--- src/rtl/core_seq_ctrl_pkg.sv ---
// Shared types and defaults for the core instruction sequencer.
package core_seq_ctrl_pkg;

  localparam int TO_W_DEF  = 8;
  localparam int CNT_W_DEF = 32;

  typedef enum logic [2:0] {
    ST_IDLE   = 3'd0,
    ST_F_REQ  = 3'd1,
    ST_F_WAIT = 3'd2,
    ST_EXEC   = 3'd3,
    ST_M_REQ  = 3'd4,
    ST_M_WAIT = 3'd5,
    ST_HALT   = 3'd6,
    ST_ERR    = 3'd7
  } seq_state_e;

endpackage

--- src/rtl/core_seq_ctrl_sat_cnt.sv ---
// Clear/increment counter that saturates at all-ones; used as the stall watchdog.
module sat_cnt #(
  parameter int W = 8
) (
  input  logic         clk,
  input  logic         rstn,
  input  logic         clr,
  input  logic         inc,
  output logic [W-1:0] count,
  output logic         at_max
);

  logic [W-1:0] count_q;
  logic [W-1:0] count_d;

  assign at_max = (count_q == {W{1'b1}});
  assign count  = count_q;

  // Clear wins over increment so a state change always restarts the count.
  always_comb begin
    count_d = count_q;
    if (clr) begin
      count_d = '0;
    end else if (inc && !at_max) begin
      count_d = count_q + 1'b1;
    end
  end

  always_ff @(posedge clk) begin
    if (!rstn) begin
      count_q <= '0;
    end else begin
      count_q <= count_d;
    end
  end

endmodule

--- src/rtl/core_seq_ctrl.sv ---
// Fetch/execute/memory sequencer driving the PC, IR and regfile-write enables,
// with a stall watchdog, sticky halt and an instructions-retired counter.
module core_seq_ctrl
  import core_seq_ctrl_pkg::*;
#(
  parameter int TO_W  = TO_W_DEF,
  parameter int CNT_W = CNT_W_DEF
) (
  input  logic             clk,
  input  logic             rstn,
  output logic             imem_req_valid,
  input  logic             imem_req_ready,
  input  logic             imem_rsp_valid,
  output logic             dmem_req_valid,
  input  logic             dmem_req_ready,
  input  logic             dmem_rsp_valid,
  input  logic             is_mem,
  input  logic             is_load,
  input  logic             halt_req,
  output logic             ir_en,
  output logic             pc_en,
  output logic             rf_we_en,
  output logic             halted,
  output logic             timeout_err,
  output logic [CNT_W-1:0] instret
);

  seq_state_e       state_q;
  seq_state_e       state_d;
  logic [CNT_W-1:0] instret_q;
  logic [CNT_W-1:0] instret_d;
  logic             wd_inc;
  logic             wd_clr;
  logic             wd_max;
  logic [TO_W-1:0]  wd_count;

  sat_cnt #(.W(TO_W)) u_watchdog (
    .clk    (clk),
    .rstn   (rstn),
    .clr    (wd_clr),
    .inc    (wd_inc),
    .count  (wd_count),
    .at_max (wd_max)
  );

  // An expired watchdog overrides any handshake finishing in the same cycle,
  // so the commit enables stay low on the way into ERR.
  always_comb begin
    state_d        = state_q;
    imem_req_valid = 1'b0;
    dmem_req_valid = 1'b0;
    ir_en          = 1'b0;
    pc_en          = 1'b0;
    rf_we_en       = 1'b0;
    halted         = 1'b0;
    timeout_err    = 1'b0;
    wd_inc         = 1'b0;
    case (state_q)
      ST_IDLE: state_d = ST_F_REQ;
      ST_F_REQ: begin
        imem_req_valid = 1'b1;
        wd_inc         = 1'b1;
        if (wd_max)              state_d = ST_ERR;
        else if (imem_req_ready) state_d = ST_F_WAIT;
      end
      ST_F_WAIT: begin
        wd_inc = 1'b1;
        if (wd_max) begin
          state_d = ST_ERR;
        end else if (imem_rsp_valid) begin
          ir_en   = 1'b1;
          state_d = ST_EXEC;
        end
      end
      ST_EXEC: begin
        if (halt_req) begin
          state_d = ST_HALT;
        end else if (is_mem) begin
          state_d = ST_M_REQ;
        end else begin
          pc_en    = 1'b1;
          rf_we_en = 1'b1;
          state_d  = ST_F_REQ;
        end
      end
      ST_M_REQ: begin
        dmem_req_valid = 1'b1;
        wd_inc         = 1'b1;
        if (wd_max)              state_d = ST_ERR;
        else if (dmem_req_ready) state_d = ST_M_WAIT;
      end
      ST_M_WAIT: begin
        wd_inc = 1'b1;
        if (wd_max) begin
          state_d = ST_ERR;
        end else if (dmem_rsp_valid) begin
          pc_en    = 1'b1;
          rf_we_en = is_load;
          state_d  = ST_F_REQ;
        end
      end
      ST_HALT: halted      = 1'b1;
      ST_ERR:  timeout_err = 1'b1;
      default: state_d = ST_IDLE;
    endcase
  end

  assign wd_clr    = (state_d != state_q);
  assign instret_d = instret_q + {{(CNT_W-1){1'b0}}, pc_en};
  assign instret   = instret_q;

  always_ff @(posedge clk) begin
    if (!rstn) begin
      state_q   <= ST_IDLE;
      instret_q <= '0;
    end else begin
      state_q   <= state_d;
      instret_q <= instret_d;
    end
  end

endmodule

--- config.mk ---
export PLATFORM = sky130hd
export DESIGN_NAME = core_seq_ctrl
export DESIGN_NICKNAME = d
export VERILOG_FILES = /design/src/rtl/core_seq_ctrl_pkg.sv /design/src/rtl/core_seq_ctrl_sat_cnt.sv /design/src/rtl/core_seq_ctrl.sv
export SDC_FILE = /design/constraint.sdc
export NUM_CORES = 1
export LEC_CHECK = 0
export BUFFER_PORTS_ARGS = -buffer_cell sky130_fd_sc_hd__buf_2
export CORE_ASPECT_RATIO = 0.8
export CORE_MARGIN = 1
export CORE_UTILIZATION = 25
export CTS_CLUSTER_SIZE = 8
export DETAILED_ROUTE_END_ITERATION = 10
export PLACE_DENSITY = 0.54
export SYNTH_ARGS = -nofsm -noshare
export SYNTH_HDL_FRONTEND = slang
export SYNTH_SLANG_ARGS = --single-unit
--- constraint.sdc ---
create_clock -name clk -period 3.7 [get_ports clk]
set_input_delay 0.74 -clock clk [delete_from_list [all_inputs] [get_ports clk]]
set_output_delay 0.74 -clock clk [all_outputs]
set_load 0.03 [all_outputs]
==> flow_summary.yaml, run 1 <==
global_route:
  grt_pass1_wl_mm: 8.39
  use_met3_pct: 3.53
  antenna_found_initial: 0
  gr-total-overflow: 0
  grt_util_met2_pct: 16.8
  groute.layer.met1.usage_pct: 14.9
  grt_usage_pct: 11.3
  grt_max_degree: 37
  grt-busiest-layer: "met2"
  grt_pass1_vias: 1793
setup_path:
  critPathLaunchType: "register"
  ff2ff_path_depth: 11
  path_max_fanout: 9
  worstPathArrival_ns: 3.53
  cp-end-kind: "register"
  worstSetupPathType: "register to register"
  worstPathRequired_ns: 3.92
routing:
  route.detailed.drc: 0
  viasPerCell: 4.69
  drt_iter0_markers: 149
  ant_nets: 0
  vias: 1957
  wl_per_cell_microns: 12.0
  dr.pass1.iters: 4
  drt_wl_total_mm: 5.00
cells_and_area:
  antenna-diode-count: 0
  postLayoutCoreUtil_pct: 31.1
  multiInputGateArea_sq_mm: 0.00131
  area_growth_pct: 19.2
  layout.nets: 319
  layout-drive-gt1-share_pct: 21.0
  n_fill_cell: 945
  seqCellArea_sq_um: 861
run_status:
  status: "complete, no violations"
placement:
  gp_congestion: 0.792
  dp_hpwl_mm: 3.57
  port_buffers: 47
  dp_slack_ns: 0.358
yosys:
  synthesis.area_sq_mm: 0.00223
  synth_ff_type: "dfxtp_1"
  async_flop_share_pct: 0
  syn-num-nets: 273
  yosysWarnings: 0
  ys_ff_latch: 43
  synth_edf_count: 0
  syn-mean-instance-area_sq_um: 8.58
  synth_cells: 260
  synth.distinct_cells: 45
  yosysSeqAreaShare_pct: 38.6
clock_tree:
  hold_buffers: 0
  clock_latency_ns: 0.29
  clock_sinks: 43
  htree_levels: 2
  cts_resized: 0
  post_cts_buffers: 0
  cts_buffers: 5
  cts-root-buf: "clkbuf_8"
  clockBufferDepth: 2
  tritoncts: "yes"
  clk_pin_slew_worst_paths_ns: 0.08
worst_hold_path:
  hold_path.class: "register to register"
  hold_path_depth: 2
timing:
  drv_slew: 0
  finalSetupTns_ns: 0
  hold_viol_final: 0
  worst_slack_ns: 0.393
  worstMarginPinSlew_ns: 0.633
  max_freq_mhz: 302
  fin_crit_sh_pct: 89.4
  min_period_ns: 3.31
  clock_skew_ns: 0.00621
  slew_headroom_pct: 57.5
  setup_violations: 0
  grt_setup_unrepaired: "false"
pwr:
  p_leak_nw: 1.12
  ir_drop_v: 0.000157
  p_total_mw: 0.912
  power_density_mw_per_mm2: 343
floorplan:
  start_util_pct: 26.1
  die-area_sq_mm: 0.00931
  ios: 48
  die_x_microns: 108
  core_area_sq_mm: 0.00856
  die_h_microns: 86.5
  num_rows: 30
flow_run:
  max-cap-violations: 0
metrics by stage:
stage	cell area, sq um	hold WS [ns]	cells
floorplan	2230	0.466	260
global placement	2590	0.480	411
detailed placement	2590	0.507	411
CTS	2660	0.519	417
global route	2660	0.551	417
finish	2660	0.514	417
registers in the layout, summed over array words and instances, names as in the netlist:
name              flops
instret              32
u_watchdog.count      8
state_q               3
area by class of cell:
cell class                 count  area share (%)
clock buffer                   6            2.73
inverter                       4           0.564
multi-input combinational    201            49.1
sequential                    43            32.4
tap                          112            5.27
timing repair buffer          51            9.97
layer usage:
layer  wire [microns]  vias to the layer above
met5                0                        -
met4              119                        0
met3              352                       11
met2             2060                       72
met1             2470                      879
li1                 -                      995
layout by cell type, fill, tap and decap left out, types with 5 or more instances in the layout:
master    instances
xor2_1            7
buf_2            47
nor2_1           16
and3_1            6
nand4_1          14
xnor2_1          22
nand2_1          23
dfxtp_1          43
nand3_1          14
o21ai_0          10
nor3_1            9
clkbuf_8          5
and2_1           31
where the power goes:
group	switching, mW	internal [mW]	total [mW]
logic	0.0812	0.0539	0.135
clock network	0.149	0.126	0.275
registers	0.0278	0.474	0.501
cells in the mapped netlist (all sizes together) (2+ instances only):
cell type / number / share of area, %
xnor2: 22 / 8.6
nor2: 16 / 2.7
mux2i: 3 / 1.3
a21oi: 4 / 0.90
buf: 4 / 0.84
clkbuf: 8 / 1.3
nand2: 23 / 3.9
and2: 31 / 8.7
nor4: 2 / 1.5
nor3b: 3 / 1.0
a21boi: 3 / 1.0
nand4: 14 / 3.9
and3: 6 / 1.7
xor2: 7 / 2.7
ha: 4 / 2.2
and4: 2 / 0.79
or2: 2 / 0.56
nor2b: 3 / 0.84
nor3: 9 / 2.0
o21ai: 10 / 2.2
nand3: 16 / 4.4
or3: 4 / 1.2
dfxtp: 43 / 39
o31ai: 3 / 1.0
inv: 4 / 0.67
cell families after synthesis:
kind of cell / Yosys count / synth area share [%]
buffers and inverters: 16 / 2.86
multiplexers: 3 / 1.35
adder cells (fa/ha/maj): 5 / 2.69
AO/OA/AOI/OAI: 28 / 8.13
XOR/XNOR: 29 / 11.4
flip-flops: 43 / 38.6
AND/OR/NAND/NOR: 136 / 35.0
worst max-delay path, cell delays in order, from the launching register on:
cell and delay, ns:
dfxtp_1 0.35, ha_1 0.24, nand3_1 0.14, nor2_1 0.10, or4_1 0.55, nand2_1 0.14
ha_1 0.20, nand3_1 0.17, nor4_4 0.63, nand3_2 0.18, or3_1 0.39, a21boi_1 0.14
final timing paths:
check	startpoint	to	slack, ns
max reg2reg	u_watchdog.count[0]	instret[31]	0.39
max	u_watchdog.count[0]	instret[31]	0.39
min	u_watchdog.count[1]	u_watchdog.count[1]	0.51
min reg2reg	u_watchdog.count[1]	u_watchdog.count[1]	0.51
No activity file was read; power rests on OpenSTA's default activity.
==> run 2, diff against run 1 <==
ABC_AREA = 1   (was unset)
PLACE_DENSITY = 0.53   (was 0.54)
==> run 2 against run 1 <==
Against the previous run:
- register-to-register slack better by 0.34 ns
- fmax is 12% higher
- first-iteration DRC count is 26% lower
==> flow_summary.yaml, run 2 <==
routing:
  wl_per_cell_microns: 12.0
  viasPerCell: 4.55
  vias: 2505
  route.detailed.drc: 0
  drt_iter0_markers: 110
  ant_nets: 0
  drt_wl_total_mm: 6.62
  dr.pass1.iters: 5
timing:
  finalSetupTns_ns: 0
  grt_setup_unrepaired: "false"
  hold_viol_final: 0
  hold_slack_ns: 0.478
  setup_violations: 0
  worstMarginPinSlew_ns: 0.818
  clock_skew_ns: 0.00755
  min_period_ns: 2.96
  slew_headroom_pct: 45.4
  drv_slew: 0
  fin_crit_sh_pct: 80.1
  max_freq_mhz: 337
setup_path:
  regToRegEndpoint: "instret[20]"
  cpMostUsedCell: "nand2_1"
  r2r_setup_slack_ns: 0.74
  worstPathArrival_ns: 3.14
  r2r-start: "u_watchdog.count[1]"
  max_stage_delay_ns: 0.33
  crit_slowest_cell: "dfxtp_1"
  cp-end-kind: "register"
  crit_chain: "ha_1, nand3_1, inv_1, nand2_1, nand3_1, o21ai_0, ha_1, ha_1, nand3_1, nor2_2, nand2_1, nor2_2, nand2_1, nor2_2, nand2_1, o21ai_1, a21oi_1"
  worstSetupPathType: "register to register"
  ff2ff_path_depth: 17
  critPathLaunchType: "register"
  worstPathRequired_ns: 3.87
  path_max_fanout: 6
yosys:
  synthesis.area_sq_mm: 0.00246
  synth_top_area_cell: "dfxtp_1"
  async_flop_share_pct: 0
  synthTopCellsByArea: "dfxtp_1, nand2_1, inv_1"
  yosysWarnings: 0
  synth_most_common_cell: "nand2_1"
  synth_edf_count: 0
  synth_cells: 382
  ys_ff_latch: 43
  synth.distinct_cells: 32
  yosysSeqAreaShare_pct: 35.0
  synth_ff_type: "dfxtp_1"
  syn-mean-instance-area_sq_um: 6.45
  yosys-top-cells-count: "nand2_1, inv_1, nor2_1, dfxtp_1, nand3_1"
  syn-num-nets: 395
  yosysTopAreaCellShare_pct: 35.0
clock_tree:
  tritoncts: "yes"
  htree_levels: 2
  clockBufferDepth: 2
  cts_buffers: 5
  cts-root-buf: "clkbuf_16"
  clock_latency_ns: 0.28
  post_cts_buffers: 0
  clk_pin_slew_worst_paths_ns: 0.06
  cts_resized: 0
  clock_sinks: 43
  hold_buffers: 0
flow_run:
  max-cap-violations: 0
cells_and_area:
  largest_reg_flops: 32
  layout-drive-gt1-share_pct: 17.6
  layout_common_cells: "nand2_1, inv_1, nor2_1, buf_2, dfxtp_1"
  antenna-diode-count: 0
  area_growth_pct: 20.5
  layout.nets: 445
  final_common_cell: "nand2_1"
global_route:
  grt_pass1_wl_mm: 11.2
  gr-total-overflow: 0
  grt_pass1_vias: 2296
  grt_max_degree: 23
  grt_usage_pct: 13.7
  antenna_found_initial: 0
worst_hold_path:
  hold_path_depth: 2
  min_from: "instret[31]"
  worstHoldEndpoint: "instret[31]"
  hold_path.class: "register to register"
pwr:
  ir_drop_v: 0.000219
  p_leak_nw: 1.30
  power_density_mw_per_mm2: 453
placement:
  port_buffers: 47
  gp_congestion: 0.866
  dp_hpwl_mm: 5.27
floorplan:
  ios: 48
  start_util_pct: 25.6
  num_rows: 32
  die-area_sq_mm: 0.0103
  core_area_sq_mm: 0.00961
  die_x_microns: 113
  die_h_microns: 90.8
run_status:
  status: "complete, no violations"
run 2: cell families after synthesis:
family,count (synthesis),synth area share (%)
buffers and inverters,69,10.9
adder cells (fa/ha/maj),4,2.03
XOR/XNOR,10,3.56
AND/OR/NAND/NOR,213,39.1
multiplexers,1,0.457
AO/OA/AOI/OAI,42,8.99
flip-flops,43,35.0
run 2: layout make-up:
| cell class | count | area (sq um) |
|---|---|---|
| inverters | 65 | 245 |
| multi-input cells | 270 | 1330 |
| flip-flops and latches | 43 | 861 |
| well taps | 119 | 149 |
| clock inverters | 1 | 5.00 |
| repair buffers | 47 | 235 |
| clock buffers | 6 | 139 |
| fillers | 1048 | 6640 |
run 2: how the worst max path moves through the flow:
stage                         from          end  slack [ns]  cells past startpoint
2_1_floorplan               is_mem  instret[20]        0.41                     14
3_3_place_gp                is_mem  instret[20]        0.60                     15
3_5_place_dp                is_mem  instret[20]        0.46                     15
4_1_cts        u_watchdog.count[1]  instret[20]        0.71                     17
5_1_grt        u_watchdog.count[0]  instret[20]        0.28                     17
6_report       u_watchdog.count[1]  instret[20]        0.74                     17
run 2: routing by layer:
metal,up-vias,global-route usage (%),wire [microns]
met5,-,0,0
met4,0,3.18,52
met3,4,2.35,336
met2,62,20.2,2670
met1,1140,20.6,3570
li1,1299,-,-
run 2: worst max-delay path: cells and delay by family (launching register included):
family	cells	cell delay, ns
adders and majority gates	3	0.63
buffers and inverters	1	0.06
and+or+nand+nor	10	1.41
DFF	1	0.33
AOI/OAI and AO/OA	3	0.43
run 2: power breakdown:
part	switching, mW	leakage, nW	total [mW]	internal [mW]
combinational	0.260	0.881	0.386	0.125
clock	0.174	0.0727	0.438	0.264
sequential	0.0354	0.347	0.520	0.485
run 2: per-stage QoR:
stage / utilization, % / area [sq um] / worst slack, ns / cells / total power, mW
2_1_floorplan: - / 2460 / 0.413 / 382 / 0.843
3_3_place_gp: 29.4 / 2820 / 0.598 / 544 / 0.911
3_5_place_dp: 29.4 / 2820 / 0.456 / 544 / 0.917
4_1_cts: 30.9 / 2970 / 0.713 / 551 / 1.36
5_1_grt: 30.9 / 2970 / 0.281 / 551 / 1.44
6_report: 30.9 / 2970 / 0.736 / 551 / 1.34
==> run 3, diff against run 2 <==
ABC_AREA = 0   (was 1)
PLACE_DENSITY = 0.54   (was 0.53)
clock period = 2.9 ns   (was 3.7 ns; I/O delays follow)
==> run 3 against run 2 <==
Against the previous run:
- sequential power increased by 19%
- clock power increased by 10%
- global-route usage decreased by 2.3 points
- routed wire length decreased by 21%
- final area decreased by 4.4%
- setup slack got worse by 0.56 ns
- highest routed layer unchanged
- critical path depth decreased by 4
- combinational power decreased by 46%
- critical endpoint is now instret[28]
==> flow_summary.yaml, run 3 (same netlist as run 1, synthesis figures left out) <==
clock_tree:
  htree_levels: 2
  hold_buffers: 0
  tritoncts: "yes"
  cts-root-buf: "clkbuf_8"
  clockBufferDepth: 2
  clock_sinks: 43
  clk_pin_slew_worst_paths_ns: 0.09
  clock_latency_ns: 0.30
  cts_buffers: 5
cells_and_area:
  largest_reg_flops: 32
  layout.nets: 328
  layout_common_cells: "buf_2, dfxtp_1, and2_1, xnor2_1, nand2_1"
  area_growth_pct: 27.1
  antenna-diode-count: 0
  final_common_cell: "buf_2"
  layout-drive-gt1-share_pct: 27.2
floorplan:
  start_util_pct: 26.1
  ios: 48
  die_x_microns: 108
  num_rows: 30
  die_h_microns: 86.5
  core_area_sq_mm: 0.00856
  die-area_sq_mm: 0.00931
global_route:
  grt_pass1_wl_mm: 8.53
  gr-total-overflow: 0
  grt_max_degree: 37
  antenna_found_initial: 0
  grt_pass1_vias: 1751
  grt_usage_pct: 11.5
timing:
  max_freq_mhz: 366
  fin_crit_sh_pct: 94.1
  hold_slack_ns: 0.501
  drv_slew: 0
  worstMarginPinSlew_ns: 0.394
  worst_slack_ns: 0.171
  min_period_ns: 2.73
  hold_viol_final: 0
  clock_skew_ns: 0.00519
  setup_violations: 0
  slew_headroom_pct: 73.7
  finalSetupTns_ns: 0
setup_path:
  r2r_setup_slack_ns: 0.17
  worstSetupPathType: "register to register"
  regToRegEndpoint: "instret[28]"
  critPathLaunchType: "register"
  startpoint: "u_watchdog.count[0]"
  cp-end-kind: "register"
  ff2ff_path_depth: 13
  path_max_fanout: 5
  r2r-start: "u_watchdog.count[0]"
  worstPathRequired_ns: 3.09
  worstPathArrival_ns: 2.92
routing:
  dr.pass1.iters: 4
  vias: 1938
  route.detailed.drc: 0
  ant_nets: 0
  drt_iter0_markers: 115
  drt_wl_total_mm: 5.20
  viasPerCell: 4.53
  wl_per_cell_microns: 12.1
pwr:
  ir_drop_v: 0.000247
  p_leak_nw: 1.19
  power_density_mw_per_mm2: 461
  p_total_mw: 1.31
placement:
  gp_congestion: 0.752
  port_buffers: 47
  dp_hpwl_mm: 3.59
  dp_slack_ns: 0.00278
run_status:
  status: "complete, no violations"
worst_hold_path:
  hold_path.class: "register to register"
  min_from: "u_watchdog.count[1]"
  hold_path_depth: 2
  worstHoldEndpoint: "u_watchdog.count[1]"
flow_run:
  max-cap-violations: 0
==> run 3: repair_timing <==
| item | 4_1_cts | 5_1_grt |
|---|---|---|
| setup buffers | 0 | 4 |
| resized for setup | 1 | 14 |
| pin swaps | 0 | 2 |
| setup endpoints to repair | 1 | 19 |
| cloned | 0 | 1 |
==> run 3: cell type report <==
class	count	area [sq um]
Clock buffer	5	68.8
Timing Repair Buffer	60	340
Clock inverter	3	43.8
Multi-Input combinational cell	201	1370
Fill cell	940	5720
Sequential cell	43	862
Inverter	4	15.0
Tap cell	112	140
==> run 3: power breakdown <==
group          internal, mW  switching (mW)
combinational        0.0779           0.131
clock                 0.257           0.226
sequential            0.605          0.0118
==> run 3: critical path, stage by stage (launching register included) <==
cell,delay (ns)
dfxtp_2,0.35
ha_2,0.21
nand3_2,0.09
nor2_1,0.09
or4_4,0.46
nand2_4,0.09
ha_2,0.19
ha_4,0.14
nand2_2,0.09
nor4_4,0.34
buf_4,0.20
nand4_1,0.10
xnor2_1,0.14
and2_1,0.15
==> run 3: per-layer routing <==
metal / wire length [microns] / global-route usage, % / up-vias
met3: 300 / 3.53 / 2
li1: - / - / 1016
met5: 0 / 0 / -
met1: 2660 / 16.4 / 875
met4: 19 / 2.62 / 0
met2: 2210 / 16.8 / 45
==> run 3: how the worst max path moves through the flow <==
stage                  end  slack, ns  cells after the start
4_1_cts        instret[14]      0.002                     13
2_1_floorplan  instret[31]       0.06                     11
3_3_place_gp   instret[31]       0.08                     12
3_5_place_dp   instret[31]      0.003                     12
5_1_grt        instret[28]     -0.006                     13
6_report       instret[28]       0.17                     13
==> run 3: through the flow <==
step | utilization (%) | instances | area, sq um
final | 33.1 | 428 | 2840
after global routing | 33.1 | 428 | 2840
after CTS | 32.1 | 423 | 2750
after detailed placement | 30.7 | 415 | 2630
after global placement | 30.7 | 415 | 2630
after floorplan | - | 260 | 2240
